[src/rtl/tim_pscr_pkg.sv]
// Shared types and helpers for the timer prescaler tick generator.
// Optional build macro: TIM_PSCR_ODD_DIV_EN (accept odd divisors >= 3 as-is).
package tim_pscr_pkg;

  localparam int unsigned TIM_PSCR_MIN_DIV   = 2;
  localparam int unsigned TIM_PSCR_DIV_WIDTH = 20;

  typedef enum logic {
    TIM_PSCR_RUN,
    TIM_PSCR_SYNC
  } tim_pscr_state_e;

  // Clamp small divisors to the minimum and, unless odd divisors are enabled,
  // force the value even so the output clock keeps an exact 50% duty.
  // Operates on a 32-bit container; callers truncate to their own width, which
  // is safe because neither the clamp nor the LSB clear depends on width.
  function automatic logic [31:0] tim_pscr_sanitise(input logic [31:0] div);
    logic [31:0] r;
    if (div < 32'(TIM_PSCR_MIN_DIV)) begin
      r = 32'(TIM_PSCR_MIN_DIV);
    end else begin
`ifdef TIM_PSCR_ODD_DIV_EN
      r = div;
`else
      r = {div[31:1], 1'b0};
`endif
    end
    return r;
  endfunction

endpackage

[src/rtl/tim_pscr_tick_gen.sv]
// Programmable prescaler: divides clk_i by a handshaken divisor, producing a
// registered divided clock, a terminal-count tick and a done/stable flag.
// Divisor changes are deferred to a period boundary so no period is truncated.
// Optional build macro: TIM_PSCR_ODD_DIV_EN (see tim_pscr_pkg).
module tim_pscr_tick_gen
  import tim_pscr_pkg::*;
#(
  parameter int unsigned DIV_WIDTH = TIM_PSCR_DIV_WIDTH,
  parameter int unsigned DEF_DIV   = 2
) (
  input  logic                 clk_i,
  input  logic                 rst_i,
  input  logic [DIV_WIDTH-1:0] div_i,
  input  logic                 div_valid_i,
  output logic                 div_ready_o,
  output logic                 div_done_o,
  output logic                 clk_o,
  output logic                 tick_o
);

  tim_pscr_state_e      state_q;
  logic [DIV_WIDTH-1:0] div_q, div_d;
  logic [DIV_WIDTH-1:0] pend_q, pend_d;
  logic [DIV_WIDTH-1:0] cnt_q, cnt_d;
  logic                 clk_q, clk_d;
  logic                 tick_q, tick_d;
  logic                 ready_q, done_q;
  logic                 term;
  logic                 accept;

  assign pend_d = DIV_WIDTH'(tim_pscr_sanitise(32'(div_i)));
  assign term   = (cnt_q == div_q - 1'b1);
  // ready_q is only ever high in RUN, so this also implies the RUN state.
  assign accept = div_valid_i && ready_q;

  // Next divisor/count, and the output levels that go with them, so clk_o and
  // tick_o stay cycle-aligned with the counter value they describe.
  always_comb begin
    div_d = div_q;
    if (accept && term)
      div_d = pend_d;
    else if (state_q == TIM_PSCR_SYNC && term)
      div_d = pend_q;
    cnt_d  = term ? '0 : cnt_q + 1'b1;
    clk_d  = (cnt_d >= (div_d >> 1));
    tick_d = (cnt_d == div_d - 1'b1);
  end

  // Counter, output flops and the RUN/SYNC handshake FSM.
  always_ff @(posedge clk_i) begin
    if (rst_i) begin
      state_q <= TIM_PSCR_RUN;
      div_q   <= DIV_WIDTH'(DEF_DIV);
      pend_q  <= DIV_WIDTH'(DEF_DIV);
      cnt_q   <= '0;
      clk_q   <= 1'b0;
      tick_q  <= 1'b0;
      ready_q <= 1'b1;
      done_q  <= 1'b1;
    end else begin
      div_q  <= div_d;
      cnt_q  <= cnt_d;
      clk_q  <= clk_d;
      tick_q <= tick_d;
      case (state_q)
        TIM_PSCR_RUN: begin
          if (accept) begin
            pend_q <= pend_d;
            // A request landing on the terminal cycle is applied directly;
            // anything earlier waits out the current period in SYNC.
            if (!term) begin
              state_q <= TIM_PSCR_SYNC;
              ready_q <= 1'b0;
              done_q  <= 1'b0;
            end
          end
        end
        TIM_PSCR_SYNC: begin
          if (term) begin
            state_q <= TIM_PSCR_RUN;
            ready_q <= 1'b1;
            done_q  <= 1'b1;
          end
        end
        default: begin
          state_q <= TIM_PSCR_RUN;
          ready_q <= 1'b1;
          done_q  <= 1'b1;
        end
      endcase
    end
  end

  assign div_ready_o = ready_q;
  assign div_done_o  = done_q;
  assign clk_o       = clk_q;
  assign tick_o      = tick_q;

endmodule

[config.mk]
export PLATFORM = sky130hd
export DESIGN_NAME = tim_pscr_tick_gen
export DESIGN_NICKNAME = d
export VERILOG_FILES = /design/src/rtl/tim_pscr_pkg.sv /design/src/rtl/tim_pscr_tick_gen.sv
export SDC_FILE = /design/constraint.sdc
export NUM_CORES = 1
export LEC_CHECK = 0
export ABC_AREA = 1
export BUFFER_PORTS_ARGS = -buffer_cell sky130_fd_sc_hd__buf_2
export CAP_MARGIN = 30
export CORE_MARGIN = 2
export CORE_UTILIZATION = 30
export CTS_BUF_LIST = sky130_fd_sc_hd__clkbuf_4
export DETAILED_ROUTE_END_ITERATION = 10
export PLACE_DENSITY_LB_ADDON = 0.25
export SLEW_MARGIN = 20
export SYNTH_ARGS = -nofsm -noshare
export SYNTH_HDL_FRONTEND = slang
export SYNTH_SLANG_ARGS = --single-unit
[constraint.sdc]
create_clock -name clk_i -period 11.05 [get_ports clk_i]
set_clock_uncertainty 0.15 [all_clocks]
set_input_delay 1.6575 -clock clk_i [delete_from_list [all_inputs] [get_ports clk_i]]
set_output_delay 1.6575 -clock clk_i [all_outputs]
set_load 0.1 [all_outputs]
==> results.toml <==
[power_and_ir_drop]
p_clk_share_pct = 18.5
switching_share_pct = 48.89
p_leak_nw = 2.952
p_per_area_nw_per_um2 = 190.4
p_comb_share_pct = 54.9
ir_worst_vdd_uv = 150.2
pwr-share-seq_pct = 26.6
p_sw_mw = 0.5425
power.internal_mw = 0.5670

[detailed_routing]
wire_per_inst_um = 13.31
postRouteAntennaNets = 0
drc_errors = 0
drtIter0Drc = 356
drt_wl_total_mm = 15.07
vias_per_cell = 4.680
vias = 5298
first_pass_iters = 4

[flow_run]
maxCapViolations = 0

[placed_design]
place_ws_ns = 5.769
io_buffers = 25
post-dp-hpwl_mm = 12.11
place.gp.congestion = 0.9002
dp_cells = 1116

[yosys]
synth_area_leaders = "dfxtp_1, nand2_1, nand3_1"
synthCells = 887
yosysTopAreaCellShare_pct = 23.55
ys_seq_elements = 63
synth_warnings = 0
syn-num-nets = 932
yosysTopAreaCell = "dfxtp_1"
synth_edf_count = 0
synth-async-reset-ratio_pct = 0
ys_seq_area_share_pct = 23.55
syn_area_per_cell_um2 = 6.037
ys_types = 39
syn-cell-area_um2 = 5355
synth_flop_cell = "dfxtp_1"

[global_route]
grt_max_degree = 36
grt_usage_pct = 16.80
grt_first_pass_wirelength_mm = 24.91
antenna_found_initial = 0
grt_pass1_vias = 4939
gr-total-overflow = 0

[clocking]
numCtsBuffers = 9
cts_resized = 0
htreeDepth = 3
clock_latency_ns = 0.43
cts_sinks = 63
cts_tree = "yes"
clockBufferDepth = 2
cts_setup_buffers = 0
clk_pin_slew_ns = 0.11
hold_buffers = 0
cts_root_buffer = "clkbuf_4"

[critical_path]
crit_path_start_kind = "flip-flop"
cp-end-kind = "flip-flop"
cp_common_cell = "nand2_1"
critPathKind = "flip-flop to flip-flop"
critPathMaxStageDelay_ns = 0.60
crit_arrival_ns = 5.41
cp.required_ns = 11.26
path_max_fanout = 31
cp_slowest_cell = "nor2_1"

[finish]
stdcell_count = 1132
final_nets = 947
diodes = 0
fin_util_pct = 33.56
syn2layout_area_growth_pct = 8.785
drive_gt1_share_pct = 11.25

[sta]
post-route-worst-setup-slack_ns = 5.844
period_share_pct = 47.11
setup-tns-final_ns = 0
clock.fmax_ghz = 0.1921
slew_violations = 0
grt_setup_unrepaired = "no"
fin_crit_ns = 5.206
relSlewSlack_pct = 40.75
finalSetupViolCount = 0
final_hold_viol_count = 0
tightest_slew_ns = 0.8855

[die]
core_um2 = 17360
row_count = 48
die_h_um = 137.6
start_util_pct = 30.85
io_pins = 27
dieArea_um2 = 18940
dieWidth_um = 137.6

[hold_path]
hold_path_class = "flip-flop to flip-flop"

[status]
status = "finished, final reports clean"
[kinds of logic (layout without fill, tap and decap cells)]
family	Yosys count	after routing	share of synthesized area, %
xor gates and xnor gates	32	32	5.233
adders and majority gates	22	22	5.140
DFF	63	63	23.55
and+or+nand+nor	563	563	48.04
buffers and inverters	136	156	10.51
AOI/OAI and AO/OA	71	71	7.523
[critical path, delay by kind of cell, from the launching register on]
| kind | cells | cell delay [ns] |
|---|---|---|
| and+or+nand+nor | 17 | 2.55 |
| AOI/OAI and AO/OA | 8 | 1.21 |
| adders and majority gates | 1 | 0.28 |
| buffers and inverters | 4 | 0.53 |
| DFF | 1 | 0.40 |
[layer usage]
layer,part of all wire [%],track usage (%)
met3,2.8,1.950
met4,1.9,5.212
met5,0,0
met1,50,22.73
met2,45,27.89
[layout by cell type, fill, tap and decap left out, types with 3 or more instances in the layout]
cell type	count
xnor2_1	10
buf_4	3
bufinv_16	3
inv_2	8
nor2_4	8
o21ai_0	29
o21ai_1	3
clkbuf_4	12
ha_1	22
nor2_2	10
nand3_1	98
nor4_1	6
inv_1	102
dfxtp_1	63
nor3_1	14
nand3b_1	9
nand2_2	15
clkinv_1	3
o21ai_2	4
nand4_1	16
nand2_1	242
a21oi_1	25
xor2_1	22
nand2_4	3
buf_2	25
nand3_2	8
nor2_1	130
[cells in the mapped netlist, types with 4 or more instances]
master and count:
nor4_1 6, nand3_1 98, nand4_1 16, nor2_4 8
nand2_1 242, inv_1 102, nand3b_1 9, xnor2_1 10
nand3_2 8, a21oi_1 25, o21ai_0 29, inv_2 8
xor2_1 22, o21ai_2 4, dfxtp_1 63, nand2_2 15
nor2_2 10, nor2_1 130, buf_6 5, ha_1 22
clkbuf_1 12, nor3_1 14
[flip-flops by register name (all words and copies together), names as in the netlist]
name and count:
pend_q 19, cnt_q 20, clk_o 1, div_done_o 1, div_q 20, tick_o 1
state_q 1
[layout make-up]
| cell class | instances | area [um2] |
|---|---|---|
| fillers | 1920 | 11530 |
| multi-input cells | 688 | 3531 |
| flip-flops and latches | 63 | 1261 |
| inverters | 112 | 420.4 |
| well taps | 225 | 281.5 |
| repair buffers | 28 | 147.6 |
| clock inverters | 4 | 93.84 |
| clock buffers | 12 | 90.09 |
[power groups by stage]
stage	clock network, mW	registers (mW)	logic, mW
after floorplan	0	0.300	0.471
after global placement	0	0.301	0.607
after detailed placement	0	0.300	0.612
after CTS	0.210	0.295	0.614
after global routing	0.220	0.300	0.690
final	0.206	0.295	0.609
[per-stage QoR]
| step | total power [mW] | cell area, um2 | hold slack (ns) |
|---|---|---|---|
| after CTS | 1.120 | 5826 | 0.3552 |
| after floorplan | 0.7716 | 5355 | 0.2933 |
| final | 1.109 | 5826 | 0.3505 |
| after detailed placement | 0.9118 | 5642 | 0.3308 |
| after global routing | 1.210 | 5826 | 0.3852 |
| after global placement | 0.9072 | 5642 | 0.3106 |
[path summary, 6_finish.rpt]
kind,start,to,slack (ns),cells after the start
max,div_q[8]$_SDFF_PP0_,clk_o$_SDFF_PP0_,5.84,30
min,pend_q[1]$_SDFFE_PP1P_,pend_q[1]$_SDFFE_PP1P_,0.35,2
max reg2reg,div_q[8]$_SDFF_PP0_,clk_o$_SDFF_PP0_,5.84,30
min reg2reg,pend_q[1]$_SDFFE_PP1P_,pend_q[1]$_SDFFE_PP1P_,0.35,2
Power figures use the tool's default switching activity.
